--- src/rtl/reset_seq_ctrl.sv ---
// Reset sequencer: async assert, synchronous staged release of NUM_DOMAINS active-low resets,
// plus a software warm reset with a quiesce handshake, synchronous hold and the same release.
module reset_seq_ctrl #(
  parameter int unsigned SYNC_STAGES = 2,
  parameter int unsigned NUM_DOMAINS = 3,
  parameter int unsigned STAGE_DLY   = 4,
  parameter int unsigned HOLD_CYC    = 8,
  parameter int unsigned QTIMEOUT    = 16
) (
  input  logic                   ck,
  input  logic                   rn,
  input  logic                   sw_rst_req,
  input  logic                   quiesce_ack,
  output logic [NUM_DOMAINS-1:0] rst_n_out,
  output logic                   quiesce_req,
  output logic                   sw_rst_ack,
  output logic                   quiesce_timeout,
  output logic                   seq_done
);

  localparam int unsigned MaxSh  = (STAGE_DLY > HOLD_CYC) ? STAGE_DLY : HOLD_CYC;
  localparam int unsigned MaxCnt = (MaxSh > QTIMEOUT) ? MaxSh : QTIMEOUT;
  localparam int unsigned CntW   = $clog2(MaxCnt + 1);
  localparam int unsigned IdxW   = (NUM_DOMAINS > 1) ? $clog2(NUM_DOMAINS) : 1;

  // Terminal values are one less: the count reaches its target on the edge that acts on it.
  localparam logic [CntW-1:0] StageLast = CntW'(STAGE_DLY - 1);
  localparam logic [CntW-1:0] HoldLast  = CntW'(HOLD_CYC - 1);
  localparam logic [CntW-1:0] QLast     = CntW'(QTIMEOUT - 1);
  localparam logic [IdxW-1:0] IdxLast   = IdxW'(NUM_DOMAINS - 1);

  typedef enum logic [2:0] {
    StSync,
    StRelease,
    StRun,
    StQuiesce,
    StAssert
  } state_e;

  state_e                 state_q;
  logic [SYNC_STAGES-1:0] sync_q;
  logic [CntW-1:0]        cnt_q;
  logic [IdxW-1:0]        idx_q;
  logic [NUM_DOMAINS-1:0] rst_n_q;
  logic                   quiesce_req_q;
  logic                   sw_rst_ack_q;
  logic                   quiesce_timeout_q;
  logic                   seq_done_q;
  logic [NUM_DOMAINS-1:0] release_mask;
  logic                   rn_sync;
  logic                   sync_rise;

  always_ff @(posedge ck or negedge rn) begin
    if (!rn) begin
      sync_q <= '0;
    end else begin
      sync_q <= {sync_q[SYNC_STAGES-2:0], 1'b1};
    end
  end

  assign rn_sync = sync_q[SYNC_STAGES-1];
  // Leave SYNC on the edge that loads the last synchronizer stage with 1.
  assign sync_rise = sync_q[SYNC_STAGES-2];

  always_comb begin
    release_mask = '0;
    for (int i = 0; i < int'(NUM_DOMAINS); i++) begin
      if (idx_q == IdxW'(i)) release_mask[i] = 1'b1;
    end
  end

  always_ff @(posedge ck or negedge rn) begin
    if (!rn) begin
      state_q           <= StSync;
      cnt_q             <= '0;
      idx_q             <= '0;
      rst_n_q           <= '0;
      quiesce_req_q     <= 1'b0;
      sw_rst_ack_q      <= 1'b0;
      quiesce_timeout_q <= 1'b0;
      seq_done_q        <= 1'b0;
    end else begin
      sw_rst_ack_q <= 1'b0;
      unique case (state_q)
        StSync: begin
          if (sync_rise || rn_sync) begin
            state_q <= StRelease;
            cnt_q   <= '0;
            idx_q   <= '0;
          end
        end
        StRelease: begin
          if (cnt_q == StageLast) begin
            rst_n_q <= rst_n_q | release_mask;
            cnt_q   <= '0;
            idx_q   <= idx_q + 1'b1;
            if (idx_q == IdxLast) begin
              state_q    <= StRun;
              seq_done_q <= 1'b1;
            end
          end else begin
            cnt_q <= cnt_q + 1'b1;
          end
        end
        StRun: begin
          if (sw_rst_req) begin
            state_q           <= StQuiesce;
            quiesce_req_q     <= 1'b1;
            quiesce_timeout_q <= 1'b0;
            cnt_q             <= '0;
          end
        end
        StQuiesce: begin
          if (quiesce_ack || (cnt_q == QLast)) begin
            state_q           <= StAssert;
            quiesce_req_q     <= 1'b0;
            seq_done_q        <= 1'b0;
            rst_n_q           <= '0;
            cnt_q             <= '0;
            // A late ack on the timeout edge still counts as a clean drain.
            quiesce_timeout_q <= ~quiesce_ack;
          end else begin
            cnt_q <= cnt_q + 1'b1;
          end
        end
        StAssert: begin
          if (cnt_q == HoldLast) begin
            sw_rst_ack_q <= 1'b1;
            state_q      <= StRelease;
            cnt_q        <= '0;
            idx_q        <= '0;
          end else begin
            cnt_q <= cnt_q + 1'b1;
          end
        end
        default: state_q <= StSync;
      endcase
    end
  end

  assign rst_n_out       = rst_n_q;
  assign quiesce_req     = quiesce_req_q;
  assign sw_rst_ack      = sw_rst_ack_q;
  assign quiesce_timeout = quiesce_timeout_q;
  assign seq_done        = seq_done_q;

endmodule

--- config.mk ---
export PLATFORM = sky130hd
export DESIGN_NAME = reset_seq_ctrl
export DESIGN_NICKNAME = d
export VERILOG_FILES = /design/src/rtl/reset_seq_ctrl.sv
export SDC_FILE = /design/constraint.sdc
export NUM_CORES = 1
export LEC_CHECK = 0
export CORE_UTILIZATION = 30
export CTS_CLUSTER_SIZE = 16
export DETAILED_ROUTE_END_ITERATION = 10
export PLACE_DENSITY = 0.55
export SLEW_MARGIN = 20
export SYNTH_ARGS = -nofsm -noshare
export SYNTH_HDL_FRONTEND = slang
export SYNTH_SLANG_ARGS = --single-unit
--- constraint.sdc ---
create_clock -name ck -period 2.4 [get_ports ck]
set_input_delay 0.24 -clock ck [delete_from_list [all_inputs] [get_ports ck]]
set_output_delay 0.24 -clock ck [all_outputs]
set_load 0.01 [all_outputs]
* Yosys cells after proc, flatten, opt, wreduce, memory -nomap -nowiden
Index checks and enable logic that the tools add are counted.
W data, S select, Z words.
** Word-level totals
- Input bits :: 4
- Word-level logic and storage cells :: 76
- Flip-flop bits (word level) :: 19
** Operators by class
- Equal/unequal tests :: 15
- Reductions and logical operators :: 14
- Mux-type cells :: 34
- $add $sub $neg :: 2
- Bitwise operators :: 2
** Operators with widths (count)
- $mux W5 :: 5
- $pmux W5 S5 :: 1
- $mux W3 :: 8
- $pmux W3 S5 :: 1
- $ne A2 B2 Y1 const B :: 6
- $mux W1 :: 11
- $reduce_and A3 Y1 :: 3
- $reduce_and A4 Y1 :: 2
- $eq A3 B2 Y1 const B :: 2
- $mux W2 :: 3
- $pmux W1 S2 :: 3
- $pmux W2 S3 :: 1
- $pmux W3 S2 :: 1
- $reduce_and A6 Y1 :: 1
- $add A5 B1 Y5 const B :: 1
- $eq A5 B2 Y1 const B :: 1
- $eq A5 B3 Y1 const B :: 1
- $eq A5 B4 Y1 const B :: 1
- $reduce_bool A5 Y1 :: 1
- $reduce_bool A2 Y1 :: 2
- $eq A3 B1 Y1 const B :: 1
- $eq A3 B3 Y1 const B :: 1
- $logic_not A3 Y1 :: 1
- $or A3 B3 Y3 :: 1
- other kinds (7) :: 8

* Depth between registers and ports, before layout
- Depth after elaboration :: 5
- Depth in mapped cells :: 8

* Least setup slack after synthesis
Ideal clock, no wire load.
- Path kind :: register -> register
- From :: reg cnt_q[0]
- To :: reg cnt_q[2]
- Stages on the path, launching flop included :: 9
- Data arrival time :: 1.775 ns
- Buffers on the path :: 1
- Setup slack :: 0.499 ns
- Clock period less this slack :: 1.901 ns
- Required time :: 2.274 ns
- Cell sequence :: dfrtp_1 -> ha_1 -> and3_2 -> ha_1 -> nor2_1 -> and3_1 -> clkbuf_2 -> or3_1 -> a221o_1
** On the way
- Word-level cells in the longest chain between the ends :: 4
** Ends and longest elaborated chain
- start: declaration :: RTL line 42 : logic [CntW-1:0] cnt_q;
- start signal: assignment :: RTL line 102 : cnt_q <= cnt_q + 1'b1;
- start signal: assignment :: RTL line 123 : cnt_q <= cnt_q + 1'b1;
- start signal: assignment :: RTL line 133 : cnt_q <= cnt_q + 1'b1;
- branches (longest 3 deep; another with $add A5 B1 Y5)
- $pmux W5 S5 (*) :: RTL line 84 : unique case (state_q)
Mark *: on every way between the ends.
A chain may end at the register's enable or synchronous reset.

* Final worst setup path
Ends and elaborated chain as after synthesis.

==> results.md <==
* Worst path required time at 2.59 ns
* Drt total wl at 1.96 mm
* DP HPWL at 1.44 mm
* TritonCTS buffer count at 3
* Ys flop type: dfrtp_1
* CP Class: reg -> reg
* Final setup vio count at 0
* Final Cycle Share at 82.7%
* Proportion of power drawn by combinational gates at 46.5%
* Clk_skew at 0.00159 ns
* Area leader, netlist: dfrtp_1
* Utilization after layout at 37.5%
* Syn nets at 118
* Setup TNS at 0 ns
* Crit path max-delay cell type: dfrtp_1
* Reg power frac at 41.4%
* Net Switching at 0.539 mW
* Port Buffers at 10
* Antenna violations before repair at 0
* Die Ht at 60.6 um
* Syn Area/Cell at 9.45 sq um
* Max-Cap Viols at 0
* GPL Wtd Cong at 0.765
* Drt wl/cell at 12.1 um
* Initial DRC count at 30
* Number of synthesized flops with an enable pin at 0
* Status: finished clean
* Clk sink count at 19
* Max-slew violations at 0
* Vias at 800
* Max incr delay on CP at 0.40 ns
* Final ANT Viol Nets at 0
* Most frequent CP cell: ha_1
* Ys async rst share at 100%
* Area Growth Syn to Fin at 14.9%
* I/O Pins at 11
* Gr ovfl total at 0
* Clock root buffer: clkbuf_4
* CTS Buffer Depth at 2
* Via-to-Cell Ratio at 4.94
* CP Max Fanout at 9
* GR Util All Layers at 13.0%
* Worst path arrival time at 2.18 ns
* First-pass iteration count of the detailed router at 5
* Die area at 3670 sq um
* H-Tree Level Count at 1
* Fraction of power spent switching nets at 40.0%
* Total of warnings raised by yosys at 0
* Max IR drop VDD at 0.480 mV
* Post-synthesis register bit count at 19
* Power, Total at 1.35 mW
* Final min period at 1.99 ns
* Area share of the largest cell type after synthesis at 46.2%
* Share of cells above drive strength 1 at 8.47%
* Worst setup SP type: register
* Final hold vios at 0
* Site row count at 20
* First-pass GRT wire length at 3.51 mm
* Pleak at 0.527 nW
* RSZ-0062 raised after global routing: no
* Antenna diode count at 0
* Hold WC Path Type: in -> async
* Top-count cell post-synth: dfrtp_1
* Residual DRC count at 0
* Largest net degree at the start of global routing at 20
* Worst slew margin at 61.5%
* Fmax at 504 MHz
* # resized after CTS at 0
* Crit path capture type: register
* Post-CTS Hold Buffers at 0
* Main area contributors after synthesis: dfrtp_1 (46%), ha_1 (6.1%), nor2_1 (4.0%), nand2_1 (3.6%), inv_1 (2.9%)
* Worst-skew pair later-pin latency at 0.30 ns
* Internal power at 0.810 mW
* Yosys cell types at 40
* Reg clk slew, reported paths at 0.11 ns
* Setup bufs post-CTS at 0
* Layout net count at 128
* Die Span X at 60.6 um
* Vias in the first global route at 770
* CTS tree: done
* Core ar. at 3150 sq um
* Post-synthesis cell area at 1030 sq um
* CP Cell Sequence: ha_1 -> and3_2 -> ha_1 -> nor2_1 -> and3_1 -> or3_1 -> a221o_1
* Clock Power Share at 12.1%
* Slew @ Worst Pin at 0.573 ns
* Sequential-to-total area share from yosys stat at 46.2%
* PD cells at 1140 nW/um^2
* Initial Util at 32.7%
* Synthesized instance count at 109
* Ranking of synthesized cells by instance count: dfrtp_1 (19), nor2_1 (11), nand2_1 (10)
through the flow:
step | hold WS (ns) | cells | setup WS [ns] | area, sq um
floorplan | -0.0556 | 109 | 0.499 | 1030
global placement | 0.365 | 158 | 0.479 | 1160
detailed placement | 0.366 | 158 | 0.417 | 1160
CTS | 0.269 | 162 | 0.398 | 1180
global route | 0.284 | 162 | 0.276 | 1180
finish | 0.258 | 162 | 0.414 | 1180
worst max-delay path, delay by kind of cell (launching register included):
| kind | cells | cell delay (ns) |
|---|---|---|
| fa+ha+maj | 2 | 0.35 |
| compound gates | 1 | 0.29 |
| flops | 1 | 0.40 |
| simple gates | 4 | 0.84 |
layer usage:
| layer | vias up | GRT usage, % | share of wire (%) |
|---|---|---|---|
| met2 | 13 | 20.3 | 45 |
| met5 | - | 0 | 0 |
| met4 | 0 | 5.84 | 1.6 |
| met1 | 380 | 17.6 | 50 |
| li1 | 402 | - | - |
| met3 | 5 | 2.35 | 3.4 |
kinds of logic after synthesis:
| logic type | share of synthesized area [%] |
|---|---|
| AOI/OAI and AO/OA | 15.1 |
| adders and majority gates | 6.08 |
| buffers and inverters | 6.44 |
| DFF | 46.2 |
| muxes | 2.07 |
| other | 0.364 |
| and+or+nand+nor | 23.8 |
final timing paths:
path                            from           end  slack [ns]  depth (start not counted)
max                         cnt_q[0]      cnt_q[2]        0.41                          7
min reg2reg                sync_q[0]     sync_q[1]        0.39                          0
max reg2reg                 cnt_q[0]      cnt_q[2]        0.41                          7
max in group asynchronous         rn  rst_n_out[2]        1.95                          2
min in group ck            sync_q[0]     sync_q[1]        0.39                          0
min                               rn      cnt_q[0]        0.26                          2
power by group through the flow:
stage	Sequential, mW	Combinational, mW	Clock [mW]
floorplan	0.536	0.467	0
global route	0.581	0.712	0.185
CTS	0.558	0.634	0.172
finish	0.558	0.627	0.163
global placement	0.562	0.626	0
detailed placement	0.564	0.629	0
cell usage in the layout (no fill, tap or decap), drive strengths merged, types with 4 or more instances in the layout:
cell / n
ha: 5
nor3: 4
dfrtp: 19
o21ai: 8
clkdlybuf4s50: 10
inv: 8
nand2: 10
nor2: 11
a21oi: 4
flip-flops by register name (all words and copies together) (netlist names):
signal           cells
seq_done             1
sync_q               2
idx_q                2
cnt_q                5
rst_n_out            3
quiesce_req          1
quiesce_timeout      1
state_q              3
sw_rst_ack           1
layout make-up:
| cell class | instances | area [sq um] |
|---|---|---|
| clock buffers | 3 | 22.5 |
| clock inverters | 1 | 5.00 |
| fillers | 340 | 1970 |
| inverters | 8 | 30.0 |
| multi-input cells | 76 | 488 |
| flip-flops and latches | 19 | 475 |
| well taps | 44 | 55.1 |
| repair buffers | 11 | 108 |
(Power assumes the default switching activity.)
